**src/rtl/bist_misr.sv**
```systemverilog
// Multiple-input signature register for BIST response compaction.
// Frames a session with running/bist_end and registers a pass/fail verdict against golden values.
module bist_misr #(
    parameter int unsigned     WIDTH  = 16,
    parameter logic [WIDTH-1:0] POLY  = 16'h002D,
    parameter logic [WIDTH-1:0] SEED  = 16'h0001,
    parameter logic [WIDTH-1:0] GOLDEN = 16'h0000,
    parameter int unsigned     CW     = 16,
    parameter logic [CW-1:0]   NVEC   = 16'd1000
) (
    input  logic             clk,
    input  logic             reset,
    input  logic             running,
    input  logic             bist_end,
    input  logic             resp_valid,
    input  logic [WIDTH-1:0] resp_in,
    output logic [WIDTH-1:0] signature,
    output logic [CW-1:0]    vec_cnt,
    output logic             busy,
    output logic             done,
    output logic             pass
);

    typedef enum logic [1:0] {StIdle, StCompact, StDone} state_e;

    state_e           state_q, state_d;
    logic [WIDTH-1:0] sig_q, sig_d;
    logic [CW-1:0]    cnt_q, cnt_d;
    logic             pass_q, pass_d;
    logic             busy_q, busy_d;
    logic             done_q, done_d;

    always_ff @(posedge clk or negedge reset) begin
        if (!reset) begin
            state_q <= StIdle;
            sig_q   <= SEED;
            cnt_q   <= '0;
            pass_q  <= 1'b0;
            busy_q  <= 1'b0;
            done_q  <= 1'b0;
        end else begin
            state_q <= state_d;
            sig_q   <= sig_d;
            cnt_q   <= cnt_d;
            pass_q  <= pass_d;
            busy_q  <= busy_d;
            done_q  <= done_d;
        end
    end

    always_comb begin
        state_d = state_q;
        sig_d   = sig_q;
        cnt_d   = cnt_q;
        pass_d  = pass_q;
        unique case (state_q)
            StIdle: begin
                pass_d = 1'b0;
                if (running) begin
                    sig_d   = SEED;
                    cnt_d   = '0;
                    state_d = StCompact;
                end
            end
            StCompact: begin
                // bist_end wins over both abort and a same-cycle response word
                if (bist_end) begin
                    pass_d  = (sig_q == GOLDEN) && (cnt_q == NVEC);
                    state_d = StDone;
                end else if (!running) begin
                    pass_d  = 1'b0;
                    state_d = StIdle;
                end else if (resp_valid) begin
                    sig_d = {sig_q[WIDTH-2:0], 1'b0} ^ (sig_q[WIDTH-1] ? POLY : '0) ^ resp_in;
                    if (cnt_q != '1) begin
                        cnt_d = cnt_q + 1'b1;
                    end
                end
            end
            StDone: begin
                if (!bist_end) begin
                    pass_d  = 1'b0;
                    state_d = StIdle;
                end
            end
            default: begin
                pass_d  = 1'b0;
                state_d = StIdle;
            end
        endcase
        busy_d = (state_d == StCompact);
        done_d = (state_d == StDone);
    end

    assign signature = sig_q;
    assign vec_cnt   = cnt_q;
    assign busy      = busy_q;
    assign done      = done_q;
    assign pass      = pass_q;

endmodule

```
**config.mk**
```make
export PLATFORM = sky130hd
export DESIGN_NAME = bist_misr
export DESIGN_NICKNAME = d
export VERILOG_FILES = /design/src/rtl/bist_misr.sv
export SDC_FILE = /design/constraint.sdc
export NUM_CORES = 1
export LEC_CHECK = 0
export ABC_CLOCK_PERIOD_IN_PS = 1700
export BUFFER_PORTS_ARGS = -buffer_cell sky130_fd_sc_hd__buf_2
export CORE_UTILIZATION = 32
export CTS_CLUSTER_SIZE = 28
export DETAILED_ROUTE_END_ITERATION = 16
export PLACE_DENSITY = 0.55
export SLEW_MARGIN = 40
export SYNTH_ARGS = -nofsm -noshare
export SYNTH_HDL_FRONTEND = slang
export SYNTH_SLANG_ARGS = --single-unit
```
**constraint.sdc**
```tcl
create_clock -name clk -period 1.7 [get_ports clk]
set_clock_uncertainty 0.05 [all_clocks]
set_input_delay 0.17 -clock clk [delete_from_list [all_inputs] [get_ports clk]]
set_output_delay 0.17 -clock clk [all_outputs]
set_load 0.05 [all_outputs]
```
==> results.md, run 1 <==
- Leak: about 1.3 nW
- Net count of the mapped netlist: ~240
- Final-report setup violation count: 0
- Core area: roughly 0.0063 sq mm
- CTS tree: yes
- Final WL: about 5600 microns
- Status: finished, final reports clean
- Sequential cell fraction of total power: a little over two fifths
- Vias in the first global route: approximately 1800
- Detail Route Antenna Nets: 0
- Port Buffer Count: between 50 and 60
- Clock slew at reported path FFs: approximately 0.08 ns
- CTS H-tree lvls: 2
- Deepest clock path buffer count: 2
- Synth async-reset ratio: 100%
- Synth warn: 0
- Tcrit/Tclk final: between 90% and 100%
- Diode count: 0
- Peak VDD IR: slightly below 0.0007 V
- Largest family of logic cells by synthesized area: simple AND/OR/NAND/NOR gates
- Comb power frac: about 34%
- Slew Limit Fails: 0
- First-pass GRT wire length: between 9000 and 10000 microns
- Post-synthesis adder-cell area fraction: between 1 and 1.5%
- Most numerous cell in the Yosys netlist: dfrtp_1
- Final Hold Fails: 0
- Hold_ws: between 0.1 and 0.15 ns
- DRT Pass-1 Iters: 4
- Max Clk Rate: ~0.60 GHz
- Vias/cell: between 5 and 6
- #FFs+latches synth: 37
- Data arrival, critical path: about 1.8 ns
- Startpoint types: flop
- Mapped Area: ~0.0021 sq mm
- Crit path max fanout: 6
- Routed via count: around 1900
- Sw Pwr: between 0.001 and 0.0015 W
- Initial detailed-routing violation count: 61
- Num rows: 29
- Main synth FF type: dfrtp_1
- Period minus WS final: between 1.5 and 2 ns
- Pin count of the biggest net entering global routing: 38
- Sequential share of the synthesized area: around 44%
- Initial Util: approximately a third
- Worst slew pin tran: between 0.3 and 0.4 ns
- Filler cell count: 626
- Post-synthesis compound-gate area fraction: around 18%
- Net Sw Frac: 41.3%
- Synth area leader: dfrtp_1
- Initial antenna violation count: 0
- Clk sink count: 37
- Wirelength per Cell: roughly 15 microns
- Gate Count Post-Synth: roughly 210
- Residual DRC: 0
- Relative slew margins: between 70 and 80%
- Setup crit end kind: flop
- Worst skew pair latency: 0.29 ns
- Die height: slightly above 80 microns
- WS Path Type: flop to flop
- Required @ worst endpoint: about 1.9 ns
- Post-Synth Simple-Gate Area: between 20% and 30%
- Clock power frac: between 20% and 30%
- Pint: around 0.0016 W
- Multiplexer area fraction after synthesis: between 2 and 3%
- Die Wd: 83.1 microns
- Grt ovf: 0
- GRT Util Overall: 16.7%
- Commonest cells in the netlist: 36 x dfrtp_1, 31 x nand2_1, 18 x xnor2_1
- Design area: 0.00285 sq mm
- Routability cong.: between 0.8 and 0.9
- Largest cells by area after synthesis: dfrtp_1 43%, xnor2_1 7.5%, nand2_1 5.5%
- Distinct cell type count after synthesis: 47
- Average cell area after synthesis: roughly 9.9 sq um
- Max_cap viols: 0
- Worst hold path type: input pin to flop
- Layout area overhead: 35.8%
- Die area: 0.00690 sq mm
- Io pins: 56
- RSZ-0062 raised after global routing: yes
- PwrDens: approximately 940 mW/mm^2
- Clock Tree Root: clkbuf_8
- Number of synthesized flops with an enable pin: 0
- CTS Buf Count: 5
- Post-synthesis xor/xnor area fraction: under 10%
- Synth top area share: ~43%
- Final HPWL DP: around 4100 microns
- Layout cell share with drive strength beyond 1: a little over two fifths
- Final net count: between 300 and 400
- Placed cell areas: around 0.0027 sq mm
cell usage in the layout (no fill, tap or decap), types with 5 or more instances in the layout:
| master | netlist | final |
|---|---|---|
| a211oi_1 | 7 | 7 |
| a21oi_1 | 8 | 6 |
| buf_2 | 1 | 55 |
| buf_4 | 1 | 23 |
| clkbuf_8 | 0 | 5 |
| dfrtp_1 | 36 | 19 |
| dfrtp_2 | 0 | 17 |
| inv_1 | 5 | 5 |
| mux2i_1 | 6 | 6 |
| nand2_1 | 31 | 30 |
| nand2b_1 | 8 | 8 |
| nand3_1 | 7 | 6 |
| nand4_1 | 5 | 5 |
| nor2_1 | 6 | 6 |
| nor4_1 | 6 | 5 |
| o31ai_1 | 15 | 15 |
| xnor2_1 | 18 | 18 |
what timing repair did:
action                                  in CTS  in global routing
hold endpoints to repair                    36                  0
hold buffers                                 1                  0
endpoints found under the setup margin       0                 11
resized for setup                            0                 11
setup buffers                                0                  1
sequential cells by signal, indices dropped and copies added (netlist names):
signal / cells
vec_cnt: 16
pass: 1
done: 1
signature: 16
state_q: 2
busy: 1
power by group through the flow:
| stage | registers, W | clock network (W) | logic (W) |
|---|---|---|---|
| finish | 0.00113 | 0.000646 | 0.000923 |
| global route | 0.00115 | 0.000695 | 0.000985 |
| CTS | 0.00112 | 0.000669 | 0.000929 |
| detailed placement | 0.00114 | 0 | 0.000925 |
| global placement | 0.00114 | 0 | 0.000927 |
| floorplan | 0.00144 | 0 | 0.000343 |
worst paths after layout:
check,start,to,slack [ns],cells past startpoint
min in group asynchronous,reset,vec_cnt[2],0.32,3
hold / removal,resp_in[15],signature[15],0.10,3
setup / recovery,vec_cnt[1],vec_cnt[14],0.03,5
setup reg to reg,vec_cnt[1],vec_cnt[14],0.03,5
hold reg to reg,pass,pass,0.46,2
max in group asynchronous,reset,signature[0],1.02,3
layout make-up:
cell class              instances  area, sq um  share of cell area, %
multi-input cells             162         1200                   42.1
flip-flops and latches         37          948                   33.2
repair buffers                 81          498                   17.4
well taps                      77         96.3                   3.38
clock buffers                   5         68.8                   2.41
clock inverters                 3         21.3                  0.745
inverters                       5         18.8                  0.658
stage by stage:
stage	setup TNS, ns	utilization (%)	instances	setup slack [ns]	total power (W)
6_report	0	44.9	370	0.0260	0.00270
5_1_grt	-0.174	44.9	370	-0.0438	0.00283
4_1_cts	0	44.0	369	0.0415	0.00272
3_5_place_dp	0	42.4	360	0.0632	0.00206
3_3_place_gp	0	42.4	360	0.0685	0.00206
2_1_floorplan	-0.132	-	213	-0.0686	0.00179
logic make-up (layout without fill, tap and decap cells):
| family | count (synthesis) | count (layout) |
|---|---|---|
| multiplexers | 6 | 6 |
| AND/OR/NAND/NOR | 84 | 84 |
| XOR/XNOR | 19 | 19 |
| adder cells (fa/ha/maj) | 2 | 2 |
| buffers and inverters | 14 | 94 |
| AO/OA/AOI/OAI | 51 | 51 |
| flip-flops | 37 | 37 |
critical path, cell delays in order, from the launching register on:
cell and delay (ns):
dfrtp_2 0.41, ha_4 0.19, nand4b_4 0.12, a211o_1 0.27, or4_1 0.41, a21oi_1 0.15
per-layer routing:
layer | share of wire (%) | vias to the layer above | global-route usage, % | routed length, microns
li1 | - | 957 | - | -
met1 | 49 | 897 | 23.1 | 2730
met2 | 46 | 58 | 27.0 | 2560
met3 | 4.2 | 4 | 3.28 | 236
met4 | 0.74 | 0 | 3.92 | 41
met5 | 0 | - | 0 | 0
Power figures use the tool's default switching activity.
==> run 2: changes to the inputs <==
--- a/config.mk
+++ b/config.mk
@@ -5,12 +5,12 @@
 export SDC_FILE = /design/constraint.sdc
 export NUM_CORES = 1
 export LEC_CHECK = 0
-export ABC_CLOCK_PERIOD_IN_PS = 1700
+export ABC_CLOCK_PERIOD_IN_PS = 1990
 export BUFFER_PORTS_ARGS = -buffer_cell sky130_fd_sc_hd__buf_2
 export CORE_UTILIZATION = 32
 export CTS_CLUSTER_SIZE = 28
 export DETAILED_ROUTE_END_ITERATION = 16
-export PLACE_DENSITY = 0.55
+export PLACE_DENSITY = 0.53
 export SLEW_MARGIN = 40
 export SYNTH_ARGS = -nofsm -noshare
 export SYNTH_HDL_FRONTEND = slang
==> constraint.sdc (replaced) <==
create_clock -name clk -period 1.99 [get_ports clk]
set_clock_uncertainty 0.05 [all_clocks]
set_input_delay 0.199 -clock clk [delete_from_list [all_inputs] [get_ports clk]]
set_output_delay 0.199 -clock clk [all_outputs]
set_load 0.05 [all_outputs]
==> run 2 against run 1 <==
Critical path depth is the same. Via count down 1.4%. Design area is 6.4% lower. Clock power shrank 19%. Combinational power down 17%. Largest cell class unchanged. Highest routed layer unchanged.
==> results.md, run 2 (synthesized netlist as in run 1, its figures left out) <==
- Residual DRC: 0
- Deepest clock path buffer count: 2
- CTS tree: yes
- Layout cell share with drive strength beyond 1: 31.7%
- DRT Pass-1 Iters: 4
- RSZ-0062 raised after global routing: no
- CTS Buf Count: 5
- Layout area overhead: 27.0%
- Post-CTS setup buffers: 0
- Required @ worst endpoint: ~2.1 ns
- Die area: between 0.006 and 0.007 sq mm
- Grt ovf: 0
- Wirelength per Cell: 15.2 microns
- Leak: ~1.2 nW
- TNS Setup: 0 ns
- Num rows: 29
- GRT Util Overall: roughly 17%
- Routability cong.: between 0.7 and 0.8
- First-pass GRT wire length: a little over 9000 microns
- Most common cell after layout, fill and taps aside: buf_2
- Relative slew margins: a little under 70%
- Startpoint types: flop
- Power, Total: 0.00225 W
- Final net count: 306
- Setup crit end kind: flop
- Detail Route Antenna Nets: 0
- Data arrival, critical path: 1.95 ns
- Final WL: 5480 microns
- Vias in the first global route: between 1500 and 2000
- Worst r2r path cells: 5
- Crit path max fanout: 6
- Io pins: 56
- Final-report setup violation count: 0
- Post-Layout Cell Count: 361
- Initial detailed-routing violation count: 93
- Clk sink count: 37
- Final Hold Fails: 0
- Clock Tree Root: clkbuf_8
- Peak VDD IR: 0.000437 V
- Most frequent cells in the layout: 55 x buf_2, 34 x dfrtp_1, 31 x nand2_1
- WS Path Type: flop to flop
- Initial antenna violation count: 0
- Clock power frac: 23.3%
- Period minus WS final: roughly 1.8 ns
- Sw Pwr: 0.000913 W
- Final HPWL DP: ~4200 microns
- Worst slew pin tran: 0.460 ns
- Max Clk Rate: between 0.5 and 0.6 GHz
- Vias/cell: 5.24
- Tcrit/Tclk final: a little over 90%
- Die Wd: 83.1 microns
- Slew Limit Fails: 0
- Status: finished, final reports clean
- Max_cap viols: 0
- CTS H-tree lvls: 2
- Initial Util: around a third
- Pint: between 0.001 and 0.0015 W
- Comb power frac: approximately 34%
- Placed Cells: 352
- Pin count of the biggest net entering global routing: 23
- Worst skew pair latency: approximately 0.29 ns
- Worst hold path type: input pin to flop
- Net Sw Frac: 40.6%
- Design area: between 0.002 and 0.003 sq mm
- Hold_ws: around 0.14 ns
- Core area: ~0.0063 sq mm
- Diode count: 0
- Die height: about 83 microns
- PwrDens: approximately 840 mW/mm^2
- Clock slew at reported path FFs: around 0.08 ns
- Placed cell areas: ~0.0026 sq mm
- Worst hold stages: 3
- Sequential cell fraction of total power: 42.5%
- Port Buffer Count: 55
- Routed via count: 1890
## run 2: changes by cell type in the layout (fill, tap and decap cells not counted), sizes merged
cell      previous run  this run
clkinvlp             1         2
buf                 80        71
clkinv               1         0
inv                  6         5
clkbuf               5         6
## run 2: repair_timing
item,in CTS,in global routing
endpoints found under the setup margin,0,1
hold buffers,1,0
endpoints found under the hold margin,15,0
gates resized for setup,0,1
## run 2: cell type report
cell class,count,area (sq um)
Clock buffer,6,72.6
Clock inverter,2,15.0
Fill cell,637,3680
Inverter,5,18.8
Multi-Input combinational cell,162,1120
Sequential cell,37,930
Tap cell,77,96.3
Timing Repair Buffer,72,418
## run 2: worst max-delay path, cell delays in order, from the launching register on
cell	delay [ns]
dfrtp_2	0.39
ha_2	0.25
nand4b_2	0.15
a2111o_1	0.42
o311ai_0	0.31
o41ai_1	0.14
## run 2: power groups by stage
stage	Combinational, W	Sequential (W)	Clock (W)
2_1_floorplan	0.000288	0.00123	0
3_3_place_gp	0.000772	0.000971	0
3_5_place_dp	0.000772	0.000974	0
4_1_cts	0.000776	0.000960	0.000557
5_1_grt	0.000821	0.000977	0.000592
6_report	0.000767	0.000957	0.000525
## run 2: worst paths after layout
check	from	to	slack, ns
worst max-delay path	vec_cnt[0]	vec_cnt[12]	0.14
worst min-delay path	resp_in[7]	signature[7]	0.14
worst max register to register	vec_cnt[0]	vec_cnt[12]	0.14
worst min register to register	pass	pass	0.46
max in group asynchronous	reset	signature[0]	1.03
min in group asynchronous	reset	busy	0.32
## run 2: layer usage
metal	global-route usage (%)	vias up	wire length, microns	part of all wire (%)
met5	0	-	0	0
met4	5.02	0	32	0.58
met3	3.58	4	329	6.0
met2	26.8	63	2590	47
met1	23.2	894	2530	46
li1	-	929	-	-
## run 2: metrics by stage
step	util, %	setup slack, ns
after detailed placement	40.5	0.0899
final	42.0	0.145
after floorplan	-	0.0616
after global routing	42.0	0.0408
after CTS	42.0	0.0855
after global placement	40.5	0.199
==> run 3: changes to the inputs <==
--- a/config.mk
+++ b/config.mk
@@ -5,12 +5,14 @@
 export SDC_FILE = /design/constraint.sdc
 export NUM_CORES = 1
 export LEC_CHECK = 0
-export ABC_CLOCK_PERIOD_IN_PS = 1990
+export ABC_CLOCK_PERIOD_IN_PS = 2150
 export BUFFER_PORTS_ARGS = -buffer_cell sky130_fd_sc_hd__buf_2
+export CELL_PAD_IN_SITES_DETAIL_PLACEMENT = 1
+export CELL_PAD_IN_SITES_GLOBAL_PLACEMENT = 2
 export CORE_UTILIZATION = 32
 export CTS_CLUSTER_SIZE = 28
 export DETAILED_ROUTE_END_ITERATION = 16
-export PLACE_DENSITY = 0.53
+export PLACE_DENSITY = 0.8
 export SLEW_MARGIN = 40
 export SYNTH_ARGS = -nofsm -noshare
 export SYNTH_HDL_FRONTEND = slang
==> constraint.sdc (replaced) <==
create_clock -name clk -period 2.15 [get_ports clk]
set_clock_uncertainty 0.05 [all_clocks]
set_input_delay 0.215 -clock clk [delete_from_list [all_inputs] [get_ports clk]]
set_output_delay 0.215 -clock clk [all_outputs]
set_load 0.05 [all_outputs]
==> run 3 against run 2 <==
Clock-buffer cell count shrank 1. Flip-flop and latch count unchanged. Maximum frequency shrank 3.1%. Register-to-register slack better by 0.10 ns. Global-route usage grew 1.2 points. Combinational power down 8.0%. Via count rose by 1.3%. Critical endpoint unchanged. Largest cell class unchanged. Largest power group unchanged.
==> results.md, run 3 (synthesized netlist as in run 1, its figures left out) <==
- Status: finished, final reports clean
- Core area: about 0.0063 sq mm
- Hold path startpoint: resp_in[7]
- Detail Route Antenna Nets: 0
- Initial Util: approximately a third
- Deepest clock path buffer count: 2
- Crit path max fanout: 6
- Post-CTS setup buffers: 0
- Final HPWL DP: about 4400 microns
- Clk sink count: 37
- Worst skew pair latency: around 0.3 ns
- Final net count: ~300
- Die area: slightly below 0.007 sq mm
- Layout cell share with drive strength beyond 1: between 20 and 30%
- RSZ-0062 raised after global routing: no
- Layout area overhead: 23.4%
- Vias/cell: approximately 5.4
- DRT Pass-1 Iters: 4
- CP delay by family, top: compound AO/OA/AOI/OAI gates
- CTS tree: yes
- Initial antenna violation count: 0
- Required @ worst endpoint: between 2 and 2.5 ns
- Power, Total: approximately 0.0021 W
- Num rows: 29
- Most frequent cells in the layout: 54 x buf_2, 36 x dfrtp_1, 31 x nand2_1
- Diode count: 0
- Vias in the first global route: around 1900
- Final Hold Fails: 0
- Initial detailed-routing violation count: 79
- TNS Setup: 0 ns
- Peak VDD IR: 0.000389 V
- Clock slew at reported path FFs: roughly 0.08 ns
- WS Path Type: flop to flop
- Worst setup path start: vec_cnt[1]
- Die Wd: 83.1 microns
- Io pins: 56
- Slew Limit Fails: 0
- Port Buffer Count: 55
- PwrDens: a little over 800 mW/mm^2
- Pin count of the biggest net entering global routing: 38
- Launching point of the worst reg2reg path: vec_cnt[1]
- Filler cell count: 741
- CTS H-tree lvls: 2
- Routability cong.: 0.827
- Most common cell after layout, fill and taps aside: buf_2
- Leak: approximately 1.2 nW
- Max Clk Rate: about 0.52 GHz
- Startpoint types: flop
- Worst hold path type: input pin to flop
- Post-CTS sizing: 0
- Clock Tree Root: clkbuf_8
- CP max stage cell: a2111o_1
- Wirelength per Cell: 16.8 microns
- Residual DRC: 0
- Period minus WS final: around 1.9 ns
- Max stage delay on crit path: 0.43 ns
- Setup crit end kind: flop
- CP Cell Sequence: ha_1, nand4b_2, a2111o_1, o311ai_0, o41ai_1
- Grt ovf: 0
- GRT Util Overall: between 10% and 20%
- Max_cap viols: 0
- First-pass GRT wire length: 9850 microns
- Die height: 83.1 microns
- Final-report setup violation count: 0
- Routed via count: about 1900
- Data arrival, critical path: approximately 2 ns
- Relative slew margins: about two thirds
- Tcrit/Tclk final: 88.6%
- CTS Buf Count: 5
- Final WL: 5920 microns
- Worst slew pin tran: between 0.5 and 0.6 ns
- CP Buf/Inv Count: 0
==> run 3: cell types whose count changed in the layout (fill, tap and decap cells not counted), sizes merged <==
cell,before,now
clkinvlp,2,1
clkbuf,6,5
clkinv,0,2
buf,71,63
==> run 3: worst paths after layout <==
kind | end | slack, ns | depth (start not counted)
worst max-delay path | vec_cnt[12] | 0.25 | 5
worst min-delay path | signature[7] | 0.15 | 3
worst max register to register | vec_cnt[12] | 0.25 | 5
worst min register to register | pass | 0.46 | 2
max in group asynchronous | signature[0] | 1.31 | 2
min in group asynchronous | vec_cnt[6] | 0.38 | 2
==> run 3: routing by layer <==
metal	GRT usage, %	part of all wire, %	wire (microns)
met5	0	0	0
met4	4.55	0.96	57
met3	4.27	4.8	285
met2	30.2	48	2820
met1	23.5	47	2760
==> run 3: where the power goes <==
part           internal [W]  switching, W
registers          0.000777      0.000106
logic              0.000222      0.000484
clock network      0.000224      0.000273
==> run 3: through the flow <==
| step | hold slack (ns) | instances | cell area [sq um] | utilization, % | setup slack (ns) |
|---|---|---|---|---|---|
| after floorplan | -0.131 | 213 | 2100 | - | 0.0636 |
| after global placement | 0.335 | 344 | 2490 | 39.3 | 0.343 |
| after detailed placement | 0.179 | 344 | 2500 | 39.3 | 0.285 |
| after CTS | 0.146 | 353 | 2590 | 40.8 | 0.259 |
| after global routing | 0.143 | 353 | 2590 | 40.8 | 0.132 |
| final | 0.149 | 353 | 2590 | 40.8 | 0.245 |
==> run 3: cell type report <==
type	instances	area (sq um)	share of cell area, %
inverter	5	18.8	0.724
tap	77	96.3	3.71
clock buffer	5	68.8	2.65
sequential	37	927	35.7
timing repair buffer	64	348	13.4
clock inverter	3	17.5	0.675
multi-input combinational	162	1120	43.1
==> run 3: repair_timing <==
| action | in CTS | in global routing |
|---|---|---|
| hold endpoints to repair | 36 | 0 |
| setup endpoints to repair | 0 | 0 |
| hold buffers | 1 | 0 |
==> run 3: tightest hold or removal path: stages <==
cell	delay (ns)
buf_2	0.08
xnor2_1	0.10
o31ai_1	0.06
